### config.mk
export PLATFORM = sky130hd
export DESIGN_NAME = fetch_pc_generator
export DESIGN_NICKNAME = d
export VERILOG_FILES = /design/src/rtl/fetch_pc_generator.sv
export SDC_FILE = /design/constraint.sdc
export NUM_CORES = 1
export LEC_CHECK = 0
export BUFFER_PORTS_ARGS = -buffer_cell sky130_fd_sc_hd__buf_2
export CAP_MARGIN = 5
export CORE_AREA = 2 2 106 108
export CTS_BUF_LIST = sky130_fd_sc_hd__clkbuf_8 sky130_fd_sc_hd__clkbuf_16
export DETAILED_ROUTE_END_ITERATION = 8
export DIE_AREA = 0 0 108 110
export PLACE_DENSITY = 0.79
export SLEW_MARGIN = 15
export SYNTH_ARGS = -nofsm -noshare
export SYNTH_HDL_FRONTEND = slang
export SYNTH_SLANG_ARGS = --single-unit
### constraint.sdc
create_clock -name clk -period 2.9 [get_ports clk]
set_input_delay 0 -clock clk [delete_from_list [all_inputs] [get_ports clk]]
set_output_delay 0 -clock clk [all_outputs]
set_load 0.02 [all_outputs]
### src/rtl/fetch_pc_generator.sv
`default_nettype none
// ============================================================================
// fetch_pc_generator : IF-stage program counter with miss freeze and queued
//                      branch redirect, plus a saturating miss-cycle counter.
// Revision 1.0
// ============================================================================
module fetch_pc_generator #(
    parameter int                ADDR_W      = 32,
    parameter logic [ADDR_W-1:0] RESET_PC    = '0,
    parameter int                INSTR_BYTES = 4,
    parameter int                CNT_W       = 16
) (
    input  logic              clk,
    input  logic              rst,
    input  logic              hit,
    input  logic              stall,
    input  logic              PCSrc,
    input  logic [ADDR_W-1:0] address_branch,
    output logic [ADDR_W-1:0] instruction_address,
    output logic [ADDR_W-1:0] address_out,
    output logic              fetch_valid,
    output logic              redirect_pending,
    output logic [CNT_W-1:0]  miss_cycles
);

    localparam logic [ADDR_W-1:0] C_INC        = ADDR_W'(INSTR_BYTES);
    localparam logic [ADDR_W-1:0] C_ALIGN_MASK = ~ADDR_W'(INSTR_BYTES - 1);

    typedef enum logic [0:0] {
        RUN  = 1'b0,
        MISS = 1'b1
    } state_t;

    state_t             state_q, state_d;
    logic [ADDR_W-1:0]  pc_q, pc_d;
    logic [ADDR_W-1:0]  pend_target_q, pend_target_d;
    logic               pend_valid_q, pend_valid_d;
    logic [CNT_W-1:0]   miss_cycles_q;
    logic               fetch_valid_d;
    logic [ADDR_W-1:0]  target;
    logic [ADDR_W-1:0]  pc_inc;

    assign target = address_branch & C_ALIGN_MASK;
    assign pc_inc = pc_q + C_INC;

    always_comb begin
        state_d       = state_q;
        pc_d          = pc_q;
        pend_target_d = pend_target_q;
        pend_valid_d  = pend_valid_q;
        fetch_valid_d = 1'b0;
        case (state_q)
            RUN: begin
                if (PCSrc) begin
                    pc_d = target;
                end else if (!hit) begin
                    state_d = MISS;
                end else if (!stall) begin
                    fetch_valid_d = 1'b1;
                    pc_d          = pc_inc;
                end
            end
            MISS: begin
                if (hit) begin
                    state_d      = RUN;
                    pend_valid_d = 1'b0;
                    // A redirect arriving on the refill-complete cycle supersedes the queued one.
                    if (PCSrc) begin
                        pc_d = target;
                    end else if (pend_valid_q) begin
                        pc_d = pend_target_q;
                    end else if (!stall) begin
                        fetch_valid_d = 1'b1;
                        pc_d          = pc_inc;
                    end
                end else if (PCSrc) begin
                    pend_target_d = target;
                    pend_valid_d  = 1'b1;
                end
            end
            default: state_d = RUN;
        endcase
    end

    always_ff @(posedge clk or posedge rst) begin
        if (rst) begin
            state_q       <= RUN;
            pc_q          <= RESET_PC;
            pend_target_q <= '0;
            pend_valid_q  <= 1'b0;
        end else begin
            state_q       <= state_d;
            pc_q          <= pc_d;
            pend_target_q <= pend_target_d;
            pend_valid_q  <= pend_valid_d;
        end
    end

    always_ff @(posedge clk or posedge rst) begin
        if (rst) begin
            miss_cycles_q <= '0;
        end else if (state_q == MISS && miss_cycles_q != '1) begin
            miss_cycles_q <= miss_cycles_q + 1'b1;
        end
    end

    assign instruction_address = pc_q;
    assign address_out         = pc_inc;
    assign fetch_valid         = fetch_valid_d & ~rst;
    assign redirect_pending    = pend_valid_q;
    assign miss_cycles         = miss_cycles_q;

endmodule
`default_nettype wire

Word level (Yosys, flattened, before mapping)
Index checks and enable logic that the tools add are counted.
{ "classes": {"addsub": 2, "reduce_logical": 5, "n_bitwise": 4, "n_eq_ne": 3, "muxes": 19} }
{ "ops": {"columns": ["cell", "count"], "rows": [
  ["$mux 32", 6],
  ["$pmux 32 s2", 1],
  ["$add 32x3->32 const B", 1],
  ["$add 16x1->16 const B", 1],
  ["$ne 16x16->1 const B", 1],
  ["$mux 1", 10],
  ["$pmux 1 s2", 2],
  ["$reduce_and 2->1", 2],
  ["$ne 3x3->1 const B", 1],
  ["$not 1->1", 3],
  ["$reduce_and 3->1", 1],
  ["$ne 2x2->1 const B", 1],
  ["$reduce_bool 2->1", 1],
  ["$and 1x1->1", 1],
  ["$logic_and 1x1->1", 1]
]} }
{ "totals": {"elab_cells": 38, "ff_bits": 80} }

Depth between registers and ports, before layout
Gate-level depths: netlist (run 1).
{ "depth": {"depth_word": 6, "ltp_mapped": 8, "depth_no_buf": 6} }

Least setup slack after synthesis (run 1)
OpenSTA, ideal clock, no wires.
{ "synth_path": {"path_type": "reg2out", "from": "register pc_q[2] (netlist: instruction_address[2])", "to": "output address_out[22]", "slack_ps": 682, "n_path_buf": 2, "stages_incl_launch_ff": 8, "t_arrival_ps": 2218, "path_cell_list": "dfrtp_1 ha_1 nand3_2 or3_1 buf_2 buf_2 nor3_2 xor2_1"} }
{ "synth_via": {"elab_chain_cells": 1} }
{ "synth_rtl": {"columns": ["item", "line_no", "rtl"], "rows": [
  ["start, declared", "35", "logic [ADDR_W-1:0] pc_q, pc_d;"],
  ["start signal, assigned", "93", "pc_q <= pc_d;"],
  ["$add 32x3->32", "44", "assign pc_inc = pc_q + C_INC;"],
  ["end, declared", "20", "output logic [ADDR_W-1:0] address_out,"]
]} }
No other way between the ends.

Worst setup path after layout (run 1)
{ "layout_path": {"from": "register pc_q[4] (netlist: instruction_address[4])", "to": "output address_out[27]"} }
Same word-level chain as after synthesis.

==> flow_summary.ini, run 1 <==
[placement]
dp_hpwl_um = 9744
dp_cells = 752
portBuffers = 112
dp_slack_ns = 0.4180
routabilityCongestion = 0.8341

[power]
power_density_nw_per_um2 = 583.5
pwr-share-clk = 0.230
p_leak_uw = 0.002640
switchingPower_uw = 1349
swShare = 0.3825
intPower_uw = 2177
power_frac_comb = 0.329
p_seq_frac = 0.440
peakVddDrop_v = 0.0005021

[timing]
fin_ws_ns = 0.2629
setup_viol = 0
worst_pin_slew_ns = 0.8741
tns_ns = 0
skew_ns = 0.01116
rsz0062_at_grt = false
min_period_ns = 2.637
holdWs_ns = 0.2663
hold_violations = 0
slew_headroom = 0.4164
fmax_mhz = 379.2
slew_viol_final = 0
fin_crit_sh = 0.9094

[yosys]
synth-simple-area-share = 0.2199
synth_area_leaders = dfrtp_1 40%, mux2_2 7.4%, xnor2_1 6.3%
synth_top_area_frac = 0.4016
synth_compound_area_frac = 0.1537
synthTopCellsByCount = 78 x dfrtp_1, 50 x nand2_1, 35 x xnor2_1
synth_edf_count = 0
yosys.area.top_type = dfrtp_1
yosys.area_share.adder = 0.005149
synth_xor_area_frac = 0.09011
ys_seq_area_frac = 0.4016
ys_ff_latch = 78
synthArstFlopShare = 1.000
yosys_most_used_dff = dfrtp_1
synth_mux_area_frac = 0.08033
netlist_area_um2 = 4860
syn_inst = 531
synth_top_family_by_area = simple AND/OR/NAND/NOR gates
syn_area_per_cell_um2 = 9.152
ys_types = 62
synth.most_common_cell = dfrtp_1
synth_warnings = 0

[floorplan]
die_area_um2 = 11880
start_util = 0.4543
die_h_um = 110
fp.dieW_um = 108
core_um2 = 10700
io_pins = 119
fp-row-count = 38

[clock_network]
cts.htree.levels = 3
cts_tree = yes
cts_buffer_depth = 2
numCtsBuffers = 9
root_buffer = clkbuf_8
path_clk_slew_ns = 0.08
numClockSinks = 78
clock_latency_ns = 0.35

[worst_hold_path]
min_path_type = in2reg
holdCritStartpoint = PCSrc
hold_path_depth = 4

[global_routing]
grt_pass1_vias = 4569
grt_max_degree = 42
grt_pass1_wl_um = 22690
gr-total-overflow = 0
grt_usage = 0.2421
antenna_found_initial = 0

[worst_setup_path]
reg2reg_setup_slack_ns = 0.50
start_kind = flop
reg2reg_depth = 7
crit_fanout = 7
cp.arrival_ns = 2.64
r2r-start = instruction_address[2]
worst_r2r_endpoint = instruction_address[20]
required_ns = 2.90
crit_path_start = instruction_address[4]
cp-endpoint = address_out[27]
endpoint_kind = output pin
setup.worst_path.class = reg2out

[final_layout]
antenna_cells = 0
instances_no_fill = 800
drive_gt1_frac = 0.2848
areaGrowthSynthToFinish_pct = 24.36
nets = 694
layout.area.seq_um2 = 1952
final_util = 0.5649
multi_input_area_um2 = 2689
nFillCells = 981

[routing]
drc = 0
drtPass1Iterations = 6
drt_iter0_markers = 387
post_drt_wl_per_cell_um = 17.87
vias = 4744
wl_um = 14300
vias_per_cell = 5.930
postRouteAntennaNets = 0

[job]
drv_cap = 0

[outcome]
outcome = finished clean
-- registers in the layout, summed over array words and instances (netlist names) --
signal	cells
state_q	1
redirect_pending	1
instruction_address	30
pend_target_q	30
miss_cycles	16
-- final cells by class --
class                      instances  area share
sequential                        78      0.3230
clock buffer                       9     0.02050
inverter                           9    0.005590
multi-input combinational        400      0.4449
clock inverter                     7     0.01097
timing repair buffer             157      0.1660
tap                              140     0.02899
-- worst min-delay path by stage --
stage                                    to
global route         instruction_address[7]
CTS                  instruction_address[7]
floorplan                       fetch_valid
finish                     redirect_pending
global placement    instruction_address[13]
detailed placement  instruction_address[13]
-- worst max-delay path, stage by stage, from the launching register on --
cell	delay [ns]
dfrtp_1	0.53
nand4_2	0.27
or3_1	0.64
nor3_1	0.40
xor2_1	0.24
buf_2	0.20
-- per-stage QoR --
step           area, µm²  power [µW]
6_report            6043        3526
5_1_grt             6043        3709
4_1_cts             6038        3531
3_5_place_dp        5528        2686
3_3_place_gp        5528        2632
2_1_floorplan       4871        2302
-- metal layers --
| layer | routed length, µm | share of wire | track usage |
|---|---|---|---|
| met5 | 0 | 0 | 0 |
| met4 | 401 | 0.028 | 0.09524 |
| met3 | 1078 | 0.075 | 0.04233 |
| met2 | 6741 | 0.47 | 0.4003 |
| met1 | 6075 | 0.42 | 0.3180 |
-- power groups by stage --
stage	clock network (µW)	logic (µW)	registers, µW
final	812	1160	1550
after global routing	867	1250	1590
after CTS	828	1160	1540
after detailed placement	0	1120	1560
after global placement	0	1090	1540
after floorplan	0	690	1610
-- logic make-up (layout without fill, tap and decap cells) --
family,after synthesis,after routing
fa+ha+maj,2,2
compound gates,107,107
xor+xnor,50,50
simple gates,202,202
mux,35,35
buf+inv,56,182
other cells,1,4
flops,78,78
-- what timing repair did --
action                     in CTS  in global routing
buffers inserted                0                  0
setup endpoints to repair       0                  2
hold endpoints to repair       81                  0
hold buffers                   32                  0
resized for setup               0                  1
-- layout by cell type, fill, tap and decap left out, types with 15 or more instances in the layout --
master         netlist  final
nor3_1              15     15
nand2_1             50     50
o21ai_0             21     21
dfrtp_1             78     78
buf_2                7    112
mux2_2              32     32
xnor2_1             35     35
xor2_1              15     15
and3_1              17     17
nand3_1             31     31
a21oi_1             20     20
dlygate4sd3_1        0     32
nor2_1              33     33
Note: power is estimated with default switching activity, not from simulation.
==> run 2, diff against run 1 <==
ABC_AREA = 1   (was not set)
CORE_AREA = 2 2 108 110   (was 2 2 106 108)
DIE_AREA = 0 0 110 112   (was 0 0 108 110)
PLACE_DENSITY = 0.78   (was 0.79)
==> flow_summary.ini, run 2 <==
[floorplan]
die_area_um2 = 12320
fp.dieW_um = 110
core_um2 = 11170
start_util = 0.4461
die_h_um = 112
fp-row-count = 39
io_pins = 119

[worst_setup_path]
setup.worst_path.class = reg2out
path_buf_inv = 3
crit_fanout = 14
cp_cell_sequence = nand2_1 > inv_1 > nor2_2 > inv_1 > nor4_1 > buf_2
cpLargestDelayFamily = simple AND/OR/NAND/NOR gates
slowest_delay_ns = 0.46
start_kind = flop
required_ns = 2.90
crit_top_cell = inv_1
crit_path_top_delay_cell = nor2_2
cp.arrival_ns = 2.22
endpoint_kind = output pin

[final_layout]
final_common_cell = nand2_1
drive_gt1_frac = 0.1943
areaGrowthSynthToFinish_pct = 25.58
mostFrequentLayoutCells = 262 x nand2_1, 112 x buf_2, 78 x dfrtp_1
antenna_cells = 0
nets = 884

[placement]
routabilityCongestion = 0.8878
portBuffers = 112
dp_hpwl_um = 9584
dp_slack_ns = 0.9658

[clock_network]
cts_tree = yes
post_cts_buffers = 0
cts_buffer_depth = 2
numClockSinks = 78
clock_latency_ns = 0.34
root_buffer = clkbuf_16
cts.htree.levels = 3
numCtsBuffers = 9
path_clk_slew_ns = 0.06

[routing]
postRouteAntennaNets = 0
vias = 5007
wl_um = 13660
drt_iter0_markers = 297
post_drt_wl_per_cell_um = 13.77
drtPass1Iterations = 5
drc = 0
vias_per_cell = 5.047

[timing]
slew_headroom = 0.5361
fmax_mhz = 449.6
setup_viol = 0
rsz0062_at_grt = false
fin_ws_ns = 0.6758
fin_crit_sh = 0.7670
slew_viol_final = 0
worst_pin_slew_ns = 0.6949
hold_violations = 0
skew_ns = 0.004758
min_period_ns = 2.224
tns_ns = 0

[power]
power_density_nw_per_um2 = 608.3
peakVddDrop_v = 0.0004789
p_leak_uw = 0.003245

[worst_hold_path]
min_path_type = in2reg

[yosys]
syn_inst = 711
yosys_most_used_dff = dfrtp_1
ys_seq_area_frac = 0.3916
synth_edf_count = 0
yosys.area.top_type = dfrtp_1
synthArstFlopShare = 1.000
synth_area_leaders = dfrtp_1 39%, nand2_1 20%, inv_1 5.6%
netlist_area_um2 = 4985
synthTopCellsByCount = 262 x nand2_1, 78 x dfrtp_1, 75 x inv_1
syn_area_per_cell_um2 = 7.011
synth_warnings = 0
synth.most_common_cell = nand2_1
ys_types = 37
ys_ff_latch = 78
synth_top_area_frac = 0.3916

[global_routing]
gr-total-overflow = 0
grt_max_degree = 52
antenna_found_initial = 0
grt_pass1_vias = 4745
grt_usage = 0.2318
grt_pass1_wl_um = 22550

[outcome]
outcome = finished clean

[job]
drv_cap = 0
==> run 2: worst paths after layout <==
kind / depth (start not counted) / slack (ns) / startpoint / end
max: 6 / 0.68 / state_q / fetch_valid
max reg2reg: 8 / 0.95 / state_q / instruction_address[4]
min: 4 / 0.10 / PCSrc / instruction_address[8]
min reg2reg: 2 / 0.49 / pend_target_q[15] / pend_target_q[15]
max in group asynchronous: 4 / 1.86 / rst / instruction_address[15]
min in group asynchronous: 3 / 0.34 / rst / miss_cycles[10]
==> run 2: cell type report <==
class	instances	area, µm²
Inverter	77	289.0
Timing Repair Buffer	153	960.9
Sequential cell	78	1952
Tap cell	143	178.9
Fill cell	1071	4915
Multi-Input combinational cell	526	2589
Clock buffer	10	239.0
Clock inverter	5	51.30
==> run 2: power by group <==
part           total, µW  switching (µW)  internal [µW]
Clock               1120             443            679
Combinational       1180             762            418
Sequential          1510             225           1280
Total               3810            1430           2380
==> run 2: timing repair <==
action | in CTS | in global routing
hold buffers | 32 | 0
hold endpoints to repair | 68 | 0
gates resized for setup | 0 | 0
==> run 2: through the flow <==
stage                     total power (µW)  area, µm²  utilization  hold slack [ns]  instances
after floorplan                       2283       4996            -          0.08238        714
after global placement                2645       5649       0.5055           0.1577        945
after detailed placement              2669       5649       0.5055           0.1549        945
after CTS                             3829       6260       0.5602           0.1021        992
after global routing                  4041       6260       0.5602           0.1352        992
final                                 3808       6260       0.5602           0.1030        992
==> run 2: cell families (layout without fill, tap and decap cells) <==
group,count (synthesis),count (layout),share of synthesized area
buf+inv,110,245,0.09237
compound gates,120,120,0.1406
xor+xnor,21,21,0.03991
flops,78,78,0.3916
mux,4,4,0.009036
other cells,1,4,0.0007523
simple gates,375,375,0.3208
fa+ha+maj,2,2,0.005019
==> run 2: worst register-to-register path, delay by kind of cell (launching register included) <==
kind	cells	cell delay [ns]
compound gates	2	0.28
buf+inv	2	0.42
flops	1	0.44
simple gates	4	0.71
==> run 2: routing by layer <==
metal  vias up  share of wire  GRT usage  routed length (µm)
met5         -              0          0                   0
met4         0          0.024     0.1021                 326
met3        25          0.065    0.03981                 891
met2       160           0.47     0.3652                6427
met1      2295           0.44     0.3104                6012
li1       2527              -          -                   -
==> run 3, diff against run 2 <==
PLACE_DENSITY = 0.8   (was 0.78)
clock period = 1.8 ns   (was 2.9 ns; I/O delays follow)
==> flow_summary.ini, run 3 (synthesis results as in run 2) <==
[floorplan]
io_pins = 119
fp-row-count = 39
die_area_um2 = 12320
fp.dieW_um = 110
die_h_um = 112
core_um2 = 11170
start_util = 0.4461

[outcome]
violations = negative setup slack
outcome = finished with violations

[placement]
dp_cells = 961
routabilityCongestion = 0.9166
portBuffers = 112
dp_hpwl_um = 10120

[timing]
worst_pin_slew_ns = 0.5432
min_period_ns = 1.821
fin_crit_sh = 1.011
slew_viol_final = 0
rsz0062_at_grt = true
holdWs_ns = 0.06807
fmax_mhz = 549.3
slew_headroom = 0.6371
skew_ns = 0.007478
fin_ws_ns = -0.02065
setup_viol = 4
hold_violations = 0

[worst_hold_path]
min_path_type = in2reg

[global_routing]
grt_pass1_wl_um = 24250
grt_pass1_vias = 5025
antenna_found_initial = 1
grt_usage = 0.2508
grt_max_degree = 57
gr-total-overflow = 0

[routing]
vias = 5297
post_drt_wl_per_cell_um = 14.53
drtPass1Iterations = 5
postRouteAntennaNets = 0
drc = 0
wl_um = 14880
drt_iter0_markers = 409
vias_per_cell = 5.173

[power]
intPower_uw = 4571
peakVddDrop_v = 0.0008049
power_frac_comb = 0.322
swShare = 0.3482
switchingPower_uw = 2442
power_density_nw_per_um2 = 1037
pwr-share-clk = 0.339
p_seq_frac = 0.339
p_leak_uw = 0.003462

[worst_setup_path]
setup.worst_path.class = reg2out
endpoint_kind = output pin
cp_cell_sequence = nand2_1 > nor2_1 > nand2_1 > nor2_4 > nand2_1 > and2_1 > buf_2
path_buf_inv = 1
crit_top_cell = nand2_1
slowest_delay_ns = 0.44
cp.arrival_ns = 1.82
cpLargestDelayFamily = simple AND/OR/NAND/NOR gates
start_kind = flop
crit_fanout = 5
crit_path_top_delay_cell = dfrtp_1
required_ns = 1.80

[job]
drv_cap = 0

[final_layout]
areaGrowthSynthToFinish_pct = 35.67
drive_gt1_frac = 0.2580
mostFrequentLayoutCells = 251 x nand2_1, 103 x buf_2, 71 x inv_1
final_common_cell = nand2_1
instances_no_fill = 1024
nets = 914

[clock_network]
cts.htree.levels = 3
cts_buffer_depth = 2
path_clk_slew_ns = 0.06
root_buffer = clkbuf_16
cts_tree = yes
clock_latency_ns = 0.34
numCtsBuffers = 9
numClockSinks = 78
==> run 3: changes by cell type in the layout (fill, tap and decap cells not counted), sizes merged <==
cell	delta
diode	+1
bufinv	+4
clkbuf	-1
inv	-2
buf	+30
==> run 3: area by class of cell <==
class	instances	area, µm²
clock buffers	9	225.2
fillers	968	4412
flip-flops and latches	78	1963
well taps	143	178.9
clock inverters	7	160.2
multi-input cells	526	2689
diodes	1	2.502
repair buffers	183	1249
inverters	77	295.3
==> run 3: tightest hold or removal path, cell delays in order <==
cell,delay [ns]
buf_2,0.09
inv_2,0.12
nand2_1,0.10
a21oi_1,0.05
==> run 3: final timing paths <==
kind | startpoint | end | slack, ns | cells after the start
max | instruction_address[7] | address_out[15] | -0.02 | 7
min | PCSrc | instruction_address[7] | 0.07 | 4
max reg2reg | instruction_address[2] | instruction_address[8] | 0.09 | 9
min reg2reg | pend_target_q[10] | pend_target_q[10] | 0.49 | 2
max in group asynchronous | rst | instruction_address[19] | 0.80 | 4
min in group asynchronous | rst | miss_cycles[9] | 0.31 | 3
==> run 3: power by group through the flow <==
stage,logic (µW),clock network [µW],registers (µW)
floorplan,1110,0,2570
global placement,1990,0,2380
detailed placement,2020,0,2390
CTS,2150,2390,2360
global route,2490,2490,2420
finish,2260,2380,2380
==> run 3: repair_timing <==
action	CTS	global route
hold buffers	32	0
pin swaps	7	12
endpoints found under the setup margin	16	30
gates resized for setup	24	34
endpoints found under the hold margin	58	0
buffers inserted	3	11
==> run 3: per-stage QoR <==
stage          power, µW    util  setup WS (ns)  TNS (ns)  cell area, µm²
2_1_floorplan       3679       -       0.004724         0            5000
3_3_place_gp        4368  0.5189         0.1158         0            5798
3_5_place_dp        4413  0.5189        0.07451         0            5798
4_1_cts             6897  0.5906       -0.03691   -0.1414            6600
5_1_grt             7397  0.6052       -0.08957   -0.7536            6763
6_report            7014  0.6052       -0.02065  -0.04700            6763
==> run 3: layer usage <==
layer	GRT usage	vias to the layer above	wire [µm]
li1	-	2599	-
met4	0.09451	0	410
met3	0.05679	37	1068
met2	0.4160	221	7221
met1	0.3148	2440	6176
met5	0	-	0
